<file path="src/rtl/spc2_cfg_pkg.sv">
// Shared constants for the spc2 configuration transmitter: field map, default width, FSM states.
// SPC2_CFG_PARITY_EN adds a trailing odd-parity bit to every frame.
package spc2_cfg_pkg;

    localparam int DEFAULT_WIDTH = 16;

    // Field positions inside the configuration word as seen by spc2
    localparam int F_LSB  = 12;
    localparam int F_W    = 4;
    localparam int IQ_BIT = 11;
    localparam int GS_LSB = 7;
    localparam int GS_W   = 4;
    localparam int CE_BIT = 6;
    localparam int NS_BIT = 5;
    localparam int GD_LSB = 2;
    localparam int GD_W   = 3;
    localparam int FS_BIT = 1;
    localparam int RE_BIT = 0;

    localparam logic [1:0] ST_IDLE  = 2'd0;
    localparam logic [1:0] ST_LOW   = 2'd1;
    localparam logic [1:0] ST_HIGH  = 2'd2;
    localparam logic [1:0] ST_LATCH = 2'd3;

    function automatic int frame_len(input int width);
`ifdef SPC2_CFG_PARITY_EN
        return width + 1;
`else
        return width;
`endif
    endfunction

endpackage

</file>
<file path="src/rtl/spc2_half_timer.sv">
// Counts HALF system-clock cycles and flags the last one; restart pins the count at zero.
module spc2_half_timer #(
    parameter int HALF = 2
) (
    input  logic clk,
    input  logic reset,
    input  logic restart,
    output logic tick
);

    localparam int PW = $clog2(HALF + 1);
    localparam logic [PW-1:0] LAST = PW'(HALF - 1);

    logic [PW-1:0] phase_cnt;

    assign tick = (phase_cnt == LAST);

    always_ff @(posedge clk) begin
        if (reset || restart || tick)
            phase_cnt <= '0;
        else
            phase_cnt <= phase_cnt + 1'b1;
    end

endmodule

</file>
<file path="src/rtl/spc2_cfg_tx.sv">
// Serial configuration transmitter: shifts one word MSB-first on Sclk, then pulses Cfg_latch.
// Define SPC2_CFG_PARITY_EN to append an odd-parity bit after the LSB.
module spc2_cfg_tx
    import spc2_cfg_pkg::*;
#(
    parameter int WIDTH = DEFAULT_WIDTH,
    parameter int HALF  = 2
) (
    input  logic             Clk,
    input  logic             Reset,
    input  logic [WIDTH-1:0] Cfg_word,
    input  logic             Cfg_valid,
    output logic             Cfg_ready,
    output logic             Cfg_out,
    output logic             Sclk,
    output logic             Cfg_latch,
    output logic             Busy
);

    localparam int N  = frame_len(WIDTH);
    localparam int BW = $clog2(WIDTH + 2);

    logic [1:0]    state;
    logic [N-1:0]  shift_reg;
    logic [N-1:0]  frame_word;
    logic [BW-1:0] bit_cnt;
    logic          sclk_r;
    logic          cfg_out_r;
    logic          latch_r;
    logic          tick;
    logic          restart;

`ifdef SPC2_CFG_PARITY_EN
    assign frame_word = {Cfg_word, ~^Cfg_word};
`else
    assign frame_word = Cfg_word;
`endif

    // Phase timer is held at zero outside LOW/HIGH so each frame starts on a clean phase
    assign restart = (state == ST_IDLE) || (state == ST_LATCH);

    spc2_half_timer #(.HALF(HALF)) u_timer (
        .clk     (Clk),
        .reset   (Reset),
        .restart (restart),
        .tick    (tick)
    );

    always_ff @(posedge Clk) begin
        if (Reset) begin
            state     <= ST_IDLE;
            shift_reg <= '0;
            bit_cnt   <= '0;
            sclk_r    <= 1'b0;
            cfg_out_r <= 1'b0;
            latch_r   <= 1'b0;
        end else begin
            latch_r <= 1'b0;
            case (state)
                ST_IDLE: begin
                    if (Cfg_valid) begin
                        shift_reg <= frame_word;
                        bit_cnt   <= BW'(N);
                        cfg_out_r <= frame_word[N-1];
                        state     <= ST_LOW;
                    end
                end
                ST_LOW: begin
                    if (tick) begin
                        sclk_r <= 1'b1;
                        state  <= ST_HIGH;
                    end
                end
                ST_HIGH: begin
                    // Data only moves together with the falling Sclk edge
                    if (tick) begin
                        sclk_r <= 1'b0;
                        if (bit_cnt == BW'(1)) begin
                            bit_cnt   <= '0;
                            cfg_out_r <= 1'b0;
                            latch_r   <= 1'b1;
                            state     <= ST_LATCH;
                        end else begin
                            bit_cnt   <= bit_cnt - BW'(1);
                            shift_reg <= {shift_reg[N-2:0], 1'b0};
                            cfg_out_r <= shift_reg[N-2];
                            state     <= ST_LOW;
                        end
                    end
                end
                ST_LATCH: begin
                    state <= ST_IDLE;
                end
                default: begin
                    state <= ST_IDLE;
                end
            endcase
        end
    end

    assign Cfg_ready = (state == ST_IDLE) && !Reset;
    assign Busy      = (state != ST_IDLE);
    assign Cfg_out   = cfg_out_r;
    assign Sclk      = sclk_r;
    assign Cfg_latch = latch_r;

endmodule

</file>
<file path="config.mk">
export PLATFORM = sky130hd
export DESIGN_NAME = spc2_cfg_tx
export DESIGN_NICKNAME = d
export VERILOG_FILES = /design/src/rtl/spc2_cfg_pkg.sv /design/src/rtl/spc2_half_timer.sv /design/src/rtl/spc2_cfg_tx.sv
export SDC_FILE = /design/constraint.sdc
export NUM_CORES = 1
export LEC_CHECK = 0
export ABC_AREA = 1
export BUFFER_PORTS_ARGS = -buffer_cell sky130_fd_sc_hd__buf_2
export CORE_UTILIZATION = 45
export DETAILED_ROUTE_END_ITERATION = 8
export GPL_ROUTABILITY_DRIVEN = 1
export PLACE_DENSITY_LB_ADDON = 0.3
export SLEW_MARGIN = 0
export SYNTH_ARGS = -nofsm -noshare
export SYNTH_HDL_FRONTEND = slang
export SYNTH_HIERARCHICAL = 1
export SYNTH_SLANG_ARGS = --single-unit
</file>
<file path="constraint.sdc">
create_clock -name Clk -period 1.71 [get_ports Clk]
set_input_delay 0.342 -clock Clk [delete_from_list [all_inputs] [get_ports Clk]]
set_output_delay 0.342 -clock Clk [all_outputs]
set_load 0.1 [all_outputs]
</file>
==> results by group, run 1 <==
Pwr
  • Pwr Density: 1830 mW/mm2
  • VDD IR max: 0.863 mV
  • Leak: 0.806 nW

Setup path
  • Worst setup path start: state[1]
  • CP Class: flop to primary output
  • CP startpoint kind: flop
  • Critical Path AT: 1.25 ns
  • Crit end category: primary output
  • Critical Path Fanout Max: 3
  • R2R setup slack: 0.17 ns
  • WP data required: 1.37 ns
  • Reg2Reg Launch Point: state[0]

Floorplan
  • Initial core utilization: 47.4%
  • Core ar.: 0.00308 mm2
  • IO Count: 24
  • Die Y-Extent: 59.0 um
  • Die X: 59.0 um
  • Placement row count: 20
  • Die area: 0.00348 mm2

STA
  • Slew Viols, Final: 0
  • Slew Limit Headroom: 67.3%
  • Final Setup Violations: 0
  • Post-layout min period: 1.60 ns
  • Clk_skew: 0.00396 ns
  • Slew @ Worst Pin: 0.493 ns
  • Final Hold Fails: 0
  • Fmax: 626 MHz
  • Unrepaired setup endpoints after global routing: false
  • Total negative slack: 0 ns
  • Crit share post-route: 93.4%

Synthesis
  • Mapped Nets: 241
  • Ys flop type: dfxtp_1
  • Ys Warns: 6
  • Cells after Synth: 216
  • Synth Cell Area: 0.00146 mm2
  • Post-synth ARST share: 0%
  • Yosys reg bits: 27
  • Netlist cell types: 22
  • Seq/Total Area, Yosys: 37.0%
  • Syn_area_per_cell: 6.76 um2
  • Post-synth EDFFs: 0

Drt
  • Iteration-0 DRC count of the detailed router: 86
  • First-pass DRT Iterations: 4
  • DRT antenna net count: 0
  • Final WL: 3000 um
  • Drt wl/cell: 10.5 um
  • DR vias/cell: 4.77
  • Residual DRC: 0
  • Routed vias: 1365

Clock network
  • Worst-Skew Late Latency: 0.33 ns
  • Max Root-Sink Buffers: 2
  • Post-CTS Setup Inserts: 0
  • Clock tree from TritonCTS: done
  • TritonCTS Buffers: 3
  • Htree depth: 1
  • Root Driver: clkbuf_4
  • CTS clk-pin slew, worst paths: 0.15 ns
  • CTS sink cnt: 27

Min path
  • Hold Path Class: input port to flop
  • Hold Startpoint: Cfg_word[0]

Cells and area
  • Commonest non-fill, non-tap cell in the layout: nand2_1
  • Final nets: 268
  • Area Growth Syn to Fin: 18.2%
  • Max reg flops: 15
  • Most frequent cells in the layout: 60 x nand2_1, 43 x nor2_1, 26 x dfxtp_1
  • Layout cells sized above 1: 21.1%
  • Ant diodes: 0
  • Post-layout util: 56.1%
  • Fin cells: 286

Outcome
  • Outcome: finished clean

Flow run
  • Maxcap violations: 0

Global route
  • Largest net degree at the start of global routing: 19
  • Initial antenna violation count: 0
  • First-pass GRT wire length: 5140 um
  • Gr ovfl total: 0
  • Tot GR Track Use: 19.3%
  • Vias in the first global route: 1182

Placed design
  • Placer Congestion: 0.811
  • Placed Instances: 282
  • Port bufs: 23
  • Hpwl dp: 2130 um
[final timing paths]
check / end / cells after the start
max: Cfg_ready / 5
min: shift_reg[0] / 3
max reg2reg: shift_reg[0] / 8
min reg2reg: u_timer/phase_cnt[0] / 1
[power breakdown]
group | internal [mW] | switching, mW
combinational | 0.690 | 1.22
clock | 0.0896 | 0.200
sequential | 0.844 | 0.118
[layer usage]
metal	GRT usage, %	routed length [um]
met2	29.5	1370
met1	28.1	1530
met5	0	0
met3	1.98	73
met4	7.14	21
[critical path, cell delays in order (launching register included)]
cell and delay (ns):
dfxtp_2 0.37, inv_2 0.08, ha_4 0.15, inv_2 0.06
nor2_4 0.09, buf_12 0.18
[metrics by stage]
stage | worst slack [ns] | instance area (um2) | hold slack [ns] | power (mW)
after floorplan | -0.258 | 1470 | 0.397 | 2.44
after global placement | 0.191 | 1680 | 0.409 | 2.81
after detailed placement | 0.150 | 1680 | 0.417 | 2.83
after CTS | 0.0215 | 1720 | 0.260 | 3.16
after global routing | 0.00598 | 1730 | 0.265 | 3.45
final | 0.113 | 1730 | 0.266 | 3.16
[cells by family after synthesis]
logic type / count (synthesis) / synth area share (%)
adders and majority gates: 6 / 5.14
and+or+nand+nor: 134 / 39.0
AOI/OAI and AO/OA: 21 / 9.60
DFF: 27 / 37.0
buffers and inverters: 28 / 9.25
[synthesized netlist by cell type (all sizes together) (6+ instances only)]
| cell type | count | area (um2) |
|---|---|---|
| nor2 | 47 | 198 |
| inv | 18 | 67.6 |
| dfxtp | 27 | 541 |
| a21boi | 14 | 105 |
| nand2 | 62 | 238 |
| a21oi | 7 | 35.0 |
| ha | 6 | 75.1 |
| buf | 8 | 60.1 |
| nand3 | 22 | 115 |
[area by class of cell]
cell class | instances | area [um2]
Timing Repair Buffer | 31 | 218
Multi-Input combinational cell | 161 | 807
Sequential cell | 27 | 542
Fill cell | 324 | 1350
Tap cell | 44 | 55.1
Inverter | 19 | 73.8
Clock buffer | 3 | 22.5
Clock inverter | 1 | 7.51
[timing repair]
action	4_1_cts	5_1_grt
setup endpoints to repair	2	18
hold endpoints to repair	0	0
resized for setup	3	5
hold buffers	0	0
Note: power is estimated with default switching activity, not from simulation.
==> run 2: changes to the inputs <==
- CELL_PAD_IN_SITES_DETAIL_PLACEMENT: unset -> 0
- CELL_PAD_IN_SITES_GLOBAL_PLACEMENT: unset -> 1
- CORE_UTILIZATION: 45 -> 39
==> run 2 against run 1 <==
Final area shrank 0.65%. Highest routed layer unchanged. Critical path type unchanged. Global-route usage shrank 2.3 points. Utilization is 6.6 points lower. Count of clock-buffer cells in the layout up 1. Hold slack gained 0.077 ns. Routed wire length is 2.2% higher.
==> results by group, run 2 (synthesized netlist as in run 1, its figures left out) <==
Outcome
  • Outcome: finished clean

Floorplan
  • Die area: 0.00399 mm2
  • Placement row count: 21
  • Die X: 63.2 um
  • IO Count: 24
  • Initial core utilization: 42.1%
  • Die Y-Extent: 63.2 um
  • Core ar.: 0.00347 mm2

Placed design
  • Hpwl dp: 2190 um
  • Placer Congestion: 0.764
  • Pre-CTS setup slack: 0.154 ns
  • Port bufs: 23
  • Placed Area: 0.00167 mm2
  • Placed Instances: 284

Setup path
  • Reg2Reg Launch Point: state[0]
  • CP startpoint kind: flop
  • CP Class: flop to primary output
  • R2R depth: 9
  • WP data required: 1.37 ns
  • Critical Path AT: 1.28 ns
  • Slowest CP cell: dfxtp_1
  • RR Endpoint: shift_reg[8]
  • Crit end category: primary output
  • Critical Path Fanout Max: 4
  • R2R setup slack: 0.15 ns
  • Critical path's largest stage delay: 0.38 ns
  • Crit-path cells: inv_1 > ha_1 > inv_2 > nor2_4 > buf_12

Pwr
  • VDD IR max: 0.699 mV
  • Leak: 0.813 nW
  • Pwr Density: 1850 mW/mm2
  • Total power: 3.16 mW

STA
  • Slew @ Worst Pin: 0.486 ns
  • Unrepaired setup endpoints after global routing: false
  • Final Hold Fails: 0
  • Total negative slack: 0 ns
  • Post-layout min period: 1.62 ns
  • Final worst setup slack: 0.0867 ns
  • Fmax: 616 MHz
  • Slew Viols, Final: 0
  • Fin Hold WS: 0.342 ns
  • Final Setup Violations: 0
  • Slew Limit Headroom: 67.8%
  • Clk_skew: 0.00759 ns
  • Crit share post-route: 94.9%

Clock network
  • Clock tree from TritonCTS: done
  • CTS sink cnt: 27
  • Root Driver: clkbuf_8
  • Hold-fix buffers, CTS: 0
  • Htree depth: 1
  • CTS clk-pin slew, worst paths: 0.09 ns
  • Worst-Skew Late Latency: 0.27 ns
  • Max Root-Sink Buffers: 2
  • TritonCTS Buffers: 3
  • Post-cts sizing count: 0
  • Post-CTS Setup Inserts: 0

Drt
  • DR vias/cell: 4.64
  • Routed vias: 1337
  • First-pass DRT Iterations: 4
  • Final WL: 3070 um
  • Drt wl/cell: 10.6 um
  • DRT antenna net count: 0
  • Iteration-0 DRC count of the detailed router: 67
  • Residual DRC: 0

Global route
  • GR Util met1: 21.3%
  • Tot GR Track Use: 17.1%
  • First-pass GRT wire length: 5440 um
  • Initial antenna violation count: 0
  • Global Route met2 Usage: 28.8%
  • Global Route met3 Usage: 4.17%
  • Largest net degree at the start of global routing: 18
  • GRT Max-Usage Layer: met2
  • Gr ovfl total: 0
  • Vias in the first global route: 1198

Flow run
  • Maxcap violations: 0

Cells and area
  • Fin cells: 288
  • Final nets: 268
  • Most frequent cells in the layout: 60 x nand2_1, 43 x nor2_1, 27 x dfxtp_1
  • Ant diodes: 0
  • Multi-input logic area: 792 um2
  • Area Growth Syn to Fin: 17.4%
  • Design Area, Final: 0.00171 mm2
  • Fill count: 369
  • Layout cells sized above 1: 18.6%
  • Post-layout util: 49.4%
  • Max reg flops: 15
  • Commonest non-fill, non-tap cell in the layout: nand2_1
  • Seq. cell area: 541 um2

Min path
  • Hold path depth: 3
  • Hold Startpoint: Cfg_word[0]
  • Hold Path End: shift_reg[0]
  • Hold Path Class: input port to flop
==> run 2: worst max path at each step <==
stage / startpoint / end
6_report: state[0] / Cfg_ready
5_1_grt: state[1] / Cfg_ready
4_1_cts: state[0] / Cfg_ready
3_5_place_dp: state[0] / shift_reg[8]
3_3_place_gp: state[0] / shift_reg[5]
2_1_floorplan: state[0] / Cfg_ready
==> run 2: layout make-up <==
class | count | area share (%)
clock buffer | 4 | 2.63
timing repair buffer | 31 | 12.0
inverter | 19 | 4.31
tap | 46 | 3.36
sequential | 27 | 31.5
multi-input combinational | 161 | 46.2
==> run 2: report_power, final <==
group	total, mW	internal [mW]	switching (mW)
combinational	1.84	0.653	1.19
sequential	0.961	0.843	0.117
clock	0.361	0.167	0.194
total	3.16	1.66	1.50
==> run 2: metal layers <==
metal | part of all wire (%) | vias up
met4 | 0.75 | 0
li1 | - | 728
met2 | 47 | 11
met5 | 0 | -
met3 | 2.7 | 2
met1 | 50 | 596
==> run 2: worst max-delay path: cells and delay by family, from the launching register on <==
family	cells	cell delay (ns)
flops	1	0.38
buf+inv	3	0.35
fa+ha+maj	1	0.24
simple gates	1	0.04
